===== src/rtl/console_pkg.sv =====
// rtl/console_pkg.sv - shared constants, control codes and FSM states for the text console writer
package console_pkg;

  localparam int COLS_DEFAULT = 160;
  localparam int ROWS_DEFAULT = 45;

  localparam logic [11:0] CLEAR_FG = 12'hFFF;
  localparam logic [11:0] CLEAR_BG = 12'h000;

  localparam logic [7:0] CODE_LF = 8'h0A;
  localparam logic [7:0] CODE_CR = 8'h0D;
  localparam logic [7:0] CODE_BS = 8'h08;

  typedef enum logic [1:0] {
    CLEAR_ALL,
    IDLE,
    PROC,
    CLEAR_LINE
  } state_t;

  // Increment a 6-bit row index, wrapping back to 0 after rows-1.
  function automatic logic [5:0] wrap_inc(input logic [5:0] value, input int rows);
    return (value == 6'(rows - 1)) ? 6'd0 : value + 6'd1;
  endfunction

endpackage


===== src/rtl/console_addr.sv =====
// rtl/console_addr.sv - maps (screen row, scroll offset, column) to a framebuffer word address
module console_addr
  import console_pkg::*;
#(
  parameter int COLS  = COLS_DEFAULT,
  parameter int ROWS  = ROWS_DEFAULT,
  parameter int COL_W = $clog2(COLS)
) (
  input  logic [5:0]       row,
  input  logic [5:0]       v_offset,
  input  logic [COL_W-1:0] col,
  output logic [12:0]      addr
);

  logic [6:0]  sum;
  logic [6:0]  phys;
  logic [12:0] row_base;

  // Both operands are below ROWS, so a single conditional subtract wraps the sum.
  assign sum      = {1'b0, row} + {1'b0, v_offset};
  assign phys     = (sum >= 7'(ROWS)) ? sum - 7'(ROWS) : sum;
  assign row_base = 13'(COLS) * {6'd0, phys};
  assign addr     = row_base + {{(13 - COL_W){1'b0}}, col};

endmodule


===== src/rtl/text_console_writer.sv =====
// rtl/text_console_writer.sv - character stream to circular text framebuffer writer with scrolling
module text_console_writer
  import console_pkg::*;
#(
  parameter int          COLS  = COLS_DEFAULT,
  parameter int          ROWS  = ROWS_DEFAULT,
  parameter logic [7:0]  SPACE = 8'h20
) (
  input  logic        clk,
  input  logic        rst_n,
  input  logic [7:0]  char_data,
  input  logic        char_valid,
  output logic        char_ready,
  input  logic [11:0] fg,
  input  logic [11:0] bg,
  output logic [12:0] write_addr,
  output logic [31:0] write_value,
  output logic        write_enable,
  output logic [5:0]  v_offset
);

  localparam int               COL_W    = $clog2(COLS);
  localparam logic [12:0]      LAST_ALL = 13'(COLS * ROWS - 1);
  localparam logic [12:0]      LAST_CLR = 13'(COLS - 1);
  localparam logic [COL_W-1:0] LAST_COL = COL_W'(COLS - 1);
  localparam logic [5:0]       LAST_ROW = 6'(ROWS - 1);

  state_t           state, state_next;
  logic             run;
  logic [COL_W-1:0] col, col_next;
  logic [5:0]       row, row_next;
  logic [5:0]       voff_next;
  logic [12:0]      cnt, cnt_next;
  logic [7:0]       code_l;
  logic [11:0]      fg_l, bg_l;

  logic [5:0]       addr_row;
  logic [COL_W-1:0] addr_col;
  logic [12:0]      mapped_addr;
  logic             linear;
  logic             advance;

  console_addr #(
    .COLS  (COLS),
    .ROWS  (ROWS),
    .COL_W (COL_W)
  ) u_addr (
    .row      (addr_row),
    .v_offset (v_offset),
    .col      (addr_col),
    .addr     (mapped_addr)
  );

  assign write_addr = linear ? cnt : mapped_addr;

  // run holds off the full clear for one cycle so nothing is written while reset is asserted.
  always_ff @(posedge clk or negedge rst_n) begin
    if (!rst_n) begin
      state    <= CLEAR_ALL;
      run      <= 1'b0;
      col      <= '0;
      row      <= '0;
      v_offset <= '0;
      cnt      <= '0;
      code_l   <= '0;
      fg_l     <= '0;
      bg_l     <= '0;
    end else begin
      state    <= state_next;
      run      <= 1'b1;
      col      <= col_next;
      row      <= row_next;
      v_offset <= voff_next;
      cnt      <= cnt_next;
      if (state == IDLE && char_valid) begin
        code_l <= char_data;
        fg_l   <= fg;
        bg_l   <= bg;
      end
    end
  end

  always_comb begin
    state_next   = state;
    col_next     = col;
    row_next     = row;
    voff_next    = v_offset;
    cnt_next     = cnt;
    char_ready   = 1'b0;
    write_enable = 1'b0;
    write_value  = '0;
    addr_row     = row;
    addr_col     = col;
    linear       = 1'b0;
    advance      = 1'b0;

    case (state)
      CLEAR_ALL: begin
        linear = 1'b1;
        if (run) begin
          write_enable = 1'b1;
          write_value  = {CLEAR_FG, CLEAR_BG, SPACE};
          if (cnt == LAST_ALL) begin
            cnt_next   = '0;
            state_next = IDLE;
          end else begin
            cnt_next = cnt + 13'd1;
          end
        end
      end

      IDLE: begin
        char_ready = 1'b1;
        if (char_valid) state_next = PROC;
      end

      PROC: begin
        state_next = IDLE;
        case (code_l)
          CODE_CR: col_next = '0;
          CODE_LF: begin
            col_next = '0;
            advance  = 1'b1;
          end
          CODE_BS: begin
            if (col != '0) col_next = col - COL_W'(1);
          end
          default: begin
            write_enable = 1'b1;
            write_value  = {fg_l, bg_l, code_l};
            if (col == LAST_COL) begin
              col_next = '0;
              advance  = 1'b1;
            end else begin
              col_next = col + COL_W'(1);
            end
          end
        endcase
        // On the bottom row the cursor stays put and the oldest physical row is recycled instead.
        if (advance) begin
          if (row == LAST_ROW) state_next = CLEAR_LINE;
          else                 row_next   = row + 6'd1;
        end
      end

      CLEAR_LINE: begin
        write_enable = 1'b1;
        write_value  = {fg_l, bg_l, SPACE};
        addr_row     = '0;
        addr_col     = cnt[COL_W-1:0];
        if (cnt == LAST_CLR) begin
          cnt_next   = '0;
          voff_next  = wrap_inc(v_offset, ROWS);
          state_next = IDLE;
        end else begin
          cnt_next = cnt + 13'd1;
        end
      end

      default: state_next = CLEAR_ALL;
    endcase
  end

endmodule

===== config.mk =====
export PLATFORM = sky130hd
export DESIGN_NAME = text_console_writer
export DESIGN_NICKNAME = d
export VERILOG_FILES = /design/src/rtl/console_pkg.sv /design/src/rtl/console_addr.sv /design/src/rtl/text_console_writer.sv
export SDC_FILE = /design/constraint.sdc
export NUM_CORES = 1
export LEC_CHECK = 0
export CAP_MARGIN = 20
export CORE_MARGIN = 1.5
export CORE_UTILIZATION = 54
export DETAILED_ROUTE_END_ITERATION = 10
export PLACE_DENSITY_LB_ADDON = 0.12
export SYNTH_ARGS = -nofsm -noshare
export SYNTH_HDL_FRONTEND = slang
export SYNTH_HIERARCHICAL = 1
export SYNTH_SLANG_ARGS = --single-unit

===== constraint.sdc =====
create_clock -name clk -period 7.2 [get_ports clk]
set_clock_uncertainty 0.05 [all_clocks]
set_input_delay 1.08 -clock clk [delete_from_list [all_inputs] [get_ports clk]]
set_output_delay 1.08 -clock clk [all_outputs]
set_load 0.02 [all_outputs]

-- After elaboration in Yosys (flattened, before gate mapping)
Cells that the tools add are included.
- bits in registers: 68
- logic and storage cells: 78
- order comparisons: 1
- eq/ne operators: 16
- multiplexer cells: 30
- multiply operators: 1
- $add $sub $neg: 8
- reductions and logical operators: 12
- bitwise operators: 1
- operator list (operator ; count):
    one-hot mux 32 bit (3 select lines) ; 1
    2-to-1 mux 32 bit ; 2
    2-to-1 mux 13 bit ; 4
    one-hot mux 13 bit (2 select lines) ; 1
    == test 8 x 4 -> 1 bit (second input constant) ; 3
    2-to-1 mux 8 bit ; 3
    one-hot mux 8 bit (2 select lines) ; 1
    adder 13 x 1 -> 13 bit (second input constant) ; 1
    adder 13 x 8 -> 13 bit ; 1
    == test 13 bit (second input constant) ; 1
    == test 13 x 8 -> 1 bit (second input constant) ; 1
    adder 6 x 1 -> 6 bit (second input constant) ; 2
    == test 6 bit (second input constant) ; 2
    2-to-1 mux 2 bit ; 6
    2-to-1 mux 6 bit ; 2
    != test 2 bit (second input constant) ; 5
    adder 8 x 1 -> 8 bit (second input constant) ; 1
    == test 8 bit (second input constant) ; 1
    multiplier 3 x 7 -> 8 bit (first input constant) ; 1
    one-hot mux 2 bit (4 select lines) ; 1
    nonzero test 8 bit ; 1
    subtractor 8 x 1 -> 8 bit (second input constant) ; 1
    adder 6 x 6 -> 7 bit ; 1
    >= comparator 7 x 6 -> 1 bit (second input constant) ; 1
    16 further kinds ; 25

-- Longest topological paths before layout
- depth after elaboration: 8
- gate-level depth with buffers: 23
- depth with buffers taken out: 19

-- By module
The synthesis kept the hierarchy.
- by module, submodules not included (module ; area each (um2) ; cells each ; instances ; seq. area each (um2)):
    text_console_writer ; 4046.4 ; 382 ; 1 ; 1701.6
    console_addr ; 1057.3 ; 131 ; 1 ; 0.0

-- Worst setup path before layout
No wires, ideal clock.
- path type: reg-to-output
- from: register state[0]
- to: output write_addr[12]
- path slack: 1.188 ns
- stages on the path, launching flop included: 24
- arrival time: 4.882 ns
- path buffers: 4
- cells stage by stage: dfrtp_1 ha_1 clkbuf_1 clkbuf_1 clkbuf_1 nor2_1 ha_1 inv_1 fa_1 ha_1 nor3_1 nor4_2 o21ai_2 buf_6 nand4_1 and4bb_2 ha_1 fa_1 xnor2_1 nor3_1 nand2_1 xnor2_1 xnor2_1 mux2_2
- longest elaborated chain between the ends: 8
- RTL lines (element ; line ; source):
    start, declared ; text_console_writer.sv:28 ; state_t state, state_next;
    start signal, assigned ; text_console_writer.sv:69 ; state <= state_next;
    == test 2 bit (*) ; text_console_writer.sv:97 ; case (state)
    2-to-1 mux 6 bit (*) ; text_console_writer.sv:97 ;
    net addr_row[0] ; text_console_writer.sv:37 ; logic [5:0] addr_row;
    adder 6 x 6 -> 7 bit (*) ; console_addr.sv:20 ; assign sum = {1'b0, row} + {1'b0, v_offset};
    subtractor 7 x 6 -> 7 bit or >= comparator 7 x 6 -> 1 bit (tied branches) ; console_addr.sv:21 ; assign phys = (sum >= 7'(ROWS)) ? sum - 7'(ROWS) : sum;
    2-to-1 mux 7 bit (*) ; console_addr.sv:21 ;
    multiplier 3 x 7 -> 8 bit (*) ; console_addr.sv:22 ; assign row_base = 13'(COLS) * {6'd0, phys};
    adder 13 x 8 -> 13 bit (*) ; console_addr.sv:23 ; assign addr = row_base + {{(13 - COL_W){1'b0}}, col};
    net mapped_addr[12] ; text_console_writer.sv:39 ; logic [12:0] mapped_addr;
    2-to-1 mux 13 bit (*) ; text_console_writer.sv:54 ; assign write_addr = linear ? cnt : mapped_addr;
    end, declared ; text_console_writer.sv:16 ; output logic [12:0] write_addr,
Mark *: on every way through the listed nets, which the timed path passes. The rest lies on a longest branch.

-- Worst setup path after layout
Ends and elaborated chain as after synthesis.

==> qor.yml <==
power:
  leakage_nw: 2.75
  powerDensity_nw_per_um2: 122
  peakVddDrop_mv: 0.0995
run_status:
  outcome: "finished, final reports clean"
hold_path:
  min_path_cells: 1
  hp-start: "row[5]"
  hold_class: "flop to flop"
  min_to: "row[5]"
floorplanning:
  die_w_um: 100
  dieArea_um2: 10000
  core-area_um2: 9200
  start_util: 0.555
  rows: 35
  ioPinCount: 88
  die_h_um: 100
sta:
  finalSetupViolations: 0
  rsz0062_at_grt: "false"
  setup_slack_ns: 0.496
  tns_ns: 0
  fin_crit_ns: 6.70
  slew_headroom: 0.347
  hold_viol: 0
  period_share: 0.931
  finalMaxSlewViolations: 0
  worst_pin_slew_ns: 0.980
  max_freq_mhz: 149
clock_network:
  clock-sinks: 68
  clkSlewWorstSetupHoldPaths_ns: 0.07
  root_buffer: "clkbuf_8"
  cts_setup_buffers: 0
  clk_latency_ns: 0.35
  cts_tree: "built"
  clk_path_buf_depth: 2
  cts_buffers: 9
  h-tree-depth: 3
drt:
  routedWlPerCell_um: 15.9
  wl_mm: 11.2
  first_pass_iters: 4
  drc_errors: 0
  route.antenna.remaining_nets: 0
  viasPerCell: 5.78
  vias: 4055
  drtIter0Drc: 183
synthesis:
  async_reset_ff_frac: 1.00
  synthAdderAreaFrac: 0.0829
  synth_edf_count: 0
  synth_top_family_by_area: "simple AND/OR/NAND/NOR gates"
  syn_area_um2: 5100
  ys_types: 78
  synth.avg_cell_area_um2: 9.95
  synth_xor_area_frac: 0.0669
  synth-seq-cells: 68
  synth-seq-area-share: 0.333
  syn_nets: 580
  synth_ff_type: "dfrtp_1"
  synthCells: 513
  yosys-mux-area-fraction: 0.124
  synth_compound_area_frac: 0.151
  synth-simple-area-share: 0.185
  yosysWarnings: 6
place:
  routabilityCongestion: 0.791
  place_area_um2: 5950
  port_buffers: 87
  dp_hpwl_mm: 8.26
  pre_cts_ws_ns: 0.713
  placed_cells: 686
setup_path:
  start_kind: "flop"
  r2r_setup_slack_ns: 3.92
  reg2reg_depth: 7
  crit_type: "flop to output pin"
  critPathArrivalTime_ns: 5.57
  cp.required_ns: 6.07
  cp-end-kind: "output pin"
  reg2reg_from: "state[1]"
  rr_endpoint: "cnt[10]"
  crit_fanout: 12
finish:
  fin_nets: 654
  drive_gt1_frac: 0.169
  fin_cells: 702
  mostFrequentLayoutCell: "clkdlybuf4s50_1"
  diodes: 0
  final_cell_mix: "clkdlybuf4s50_1 (86), dfrtp_1 (68), mux2_2 (53)"
  fin_area_um2: 6180
  layout-area-overhead-vs-synth_pct: 21.1
global_route:
  grt_first_pass_wirelength_mm: 19.3
  grt_start_max_net_pins: 69
  grtUsageTotal: 0.241
  grt_pass1_vias: 4072
  grt_overflow: 0
  antenna_found_initial: 0
job:
  cap_viol_max_count: 0
==> layout make-up <==
cell class	count	area [um^2]
Sequential cell	68	1700
Timing Repair Buffer	92	907
Tap cell	111	139
Inverter	25	93.8
Multi-Input combinational cell	391	3120
Fill cell	748	3020
Clock inverter	6	88.8
Clock buffer	9	124
==> metal layers <==
metal	routed length [um]	GRT usage
met5	0	0
met2	5280	0.386
met1	5030	0.311
met4	206	0.0748
met3	664	0.0780
==> cell usage after synthesis (11+ instances only) <==
master | instances | share of area
ha_1 | 29 | 0.071
nand3_1 | 14 | 0.014
o21ai_0 | 14 | 0.014
nor2_1 | 31 | 0.023
nand2_1 | 30 | 0.022
a21oi_1 | 21 | 0.021
dfrtp_1 | 68 | 0.33
xnor2_1 | 30 | 0.051
mux2_2 | 53 | 0.12
and2_1 | 20 | 0.025
o21a_1 | 15 | 0.022
inv_1 | 25 | 0.018
nand4_1 | 11 | 0.013
==> through the flow <==
step	power (mW)	hold slack, ns	util
after global routing	0.784	0.468	0.672
after global placement	0.416	0.429	0.647
after floorplan	0.390	0.409	-
final	0.755	0.450	0.672
after detailed placement	0.416	0.438	0.647
after CTS	0.766	0.455	0.670
==> critical path: stages (launching register included) <==
cell and delay (ns):
dfrtp_1 0.42, ha_1 0.29, nor2_1 0.12, ha_1 0.17
inv_1 0.05, fa_1 0.42, nand2b_1 0.17, a21oi_1 0.21
xor2_1 0.10, buf_4 0.19, o21ai_4 0.32, nand4_1 0.19
and4bb_2 0.28, ha_1 0.23, fa_1 0.55, nand2_1 0.10
nor3_1 0.22, nand2_1 0.11, xnor2_1 0.17, xnor2_1 0.15
mux2_2 0.17, clkdlybuf4s50_1 0.60
==> timing repair <==
| item | CTS | global route |
|---|---|---|
| gates resized for setup | 0 | 2 |
| hold buffers | 0 | 0 |
| setup endpoints to repair | 0 | 1 |
==> report_power, final <==
part           internal (mW)  switching (mW)
combinational         0.0162         0.00979
clock                  0.194           0.153
sequential             0.382        0.000139
total                  0.592           0.163
==> state kept, by name, indices dropped and copies added, names as in the netlist <==
name / cells
cnt: 13
bg_l: 12
fg_l: 12
code_l: 8
col: 8
row: 6
v_offset: 6
state: 2
run: 1
==> cells by family (layout without fill, tap and decap cells) <==
group | after synthesis | count (layout)
muxes | 56 | 56
DFF | 68 | 68
buffers and inverters | 54 | 132
xor gates and xnor gates | 39 | 39
AOI/OAI and AO/OA | 103 | 103
other | 1 | 1
and+or+nand+nor | 160 | 160
adders and majority gates | 32 | 32
==> worst max-delay path by stage <==
stage,startpoint,depth (start not counted),to,slack [ns]
6_report,state[0],21,write_addr[12],0.50
4_1_cts,state[0],21,write_addr[12],0.32
5_1_grt,state[0],21,write_addr[12],0.05
3_5_place_dp,state[0],18,write_addr[12],0.71
3_3_place_gp,state[0],21,write_addr[12],0.95
2_1_floorplan,state[0],23,write_addr[12],1.19
(Power assumes the default switching activity.)
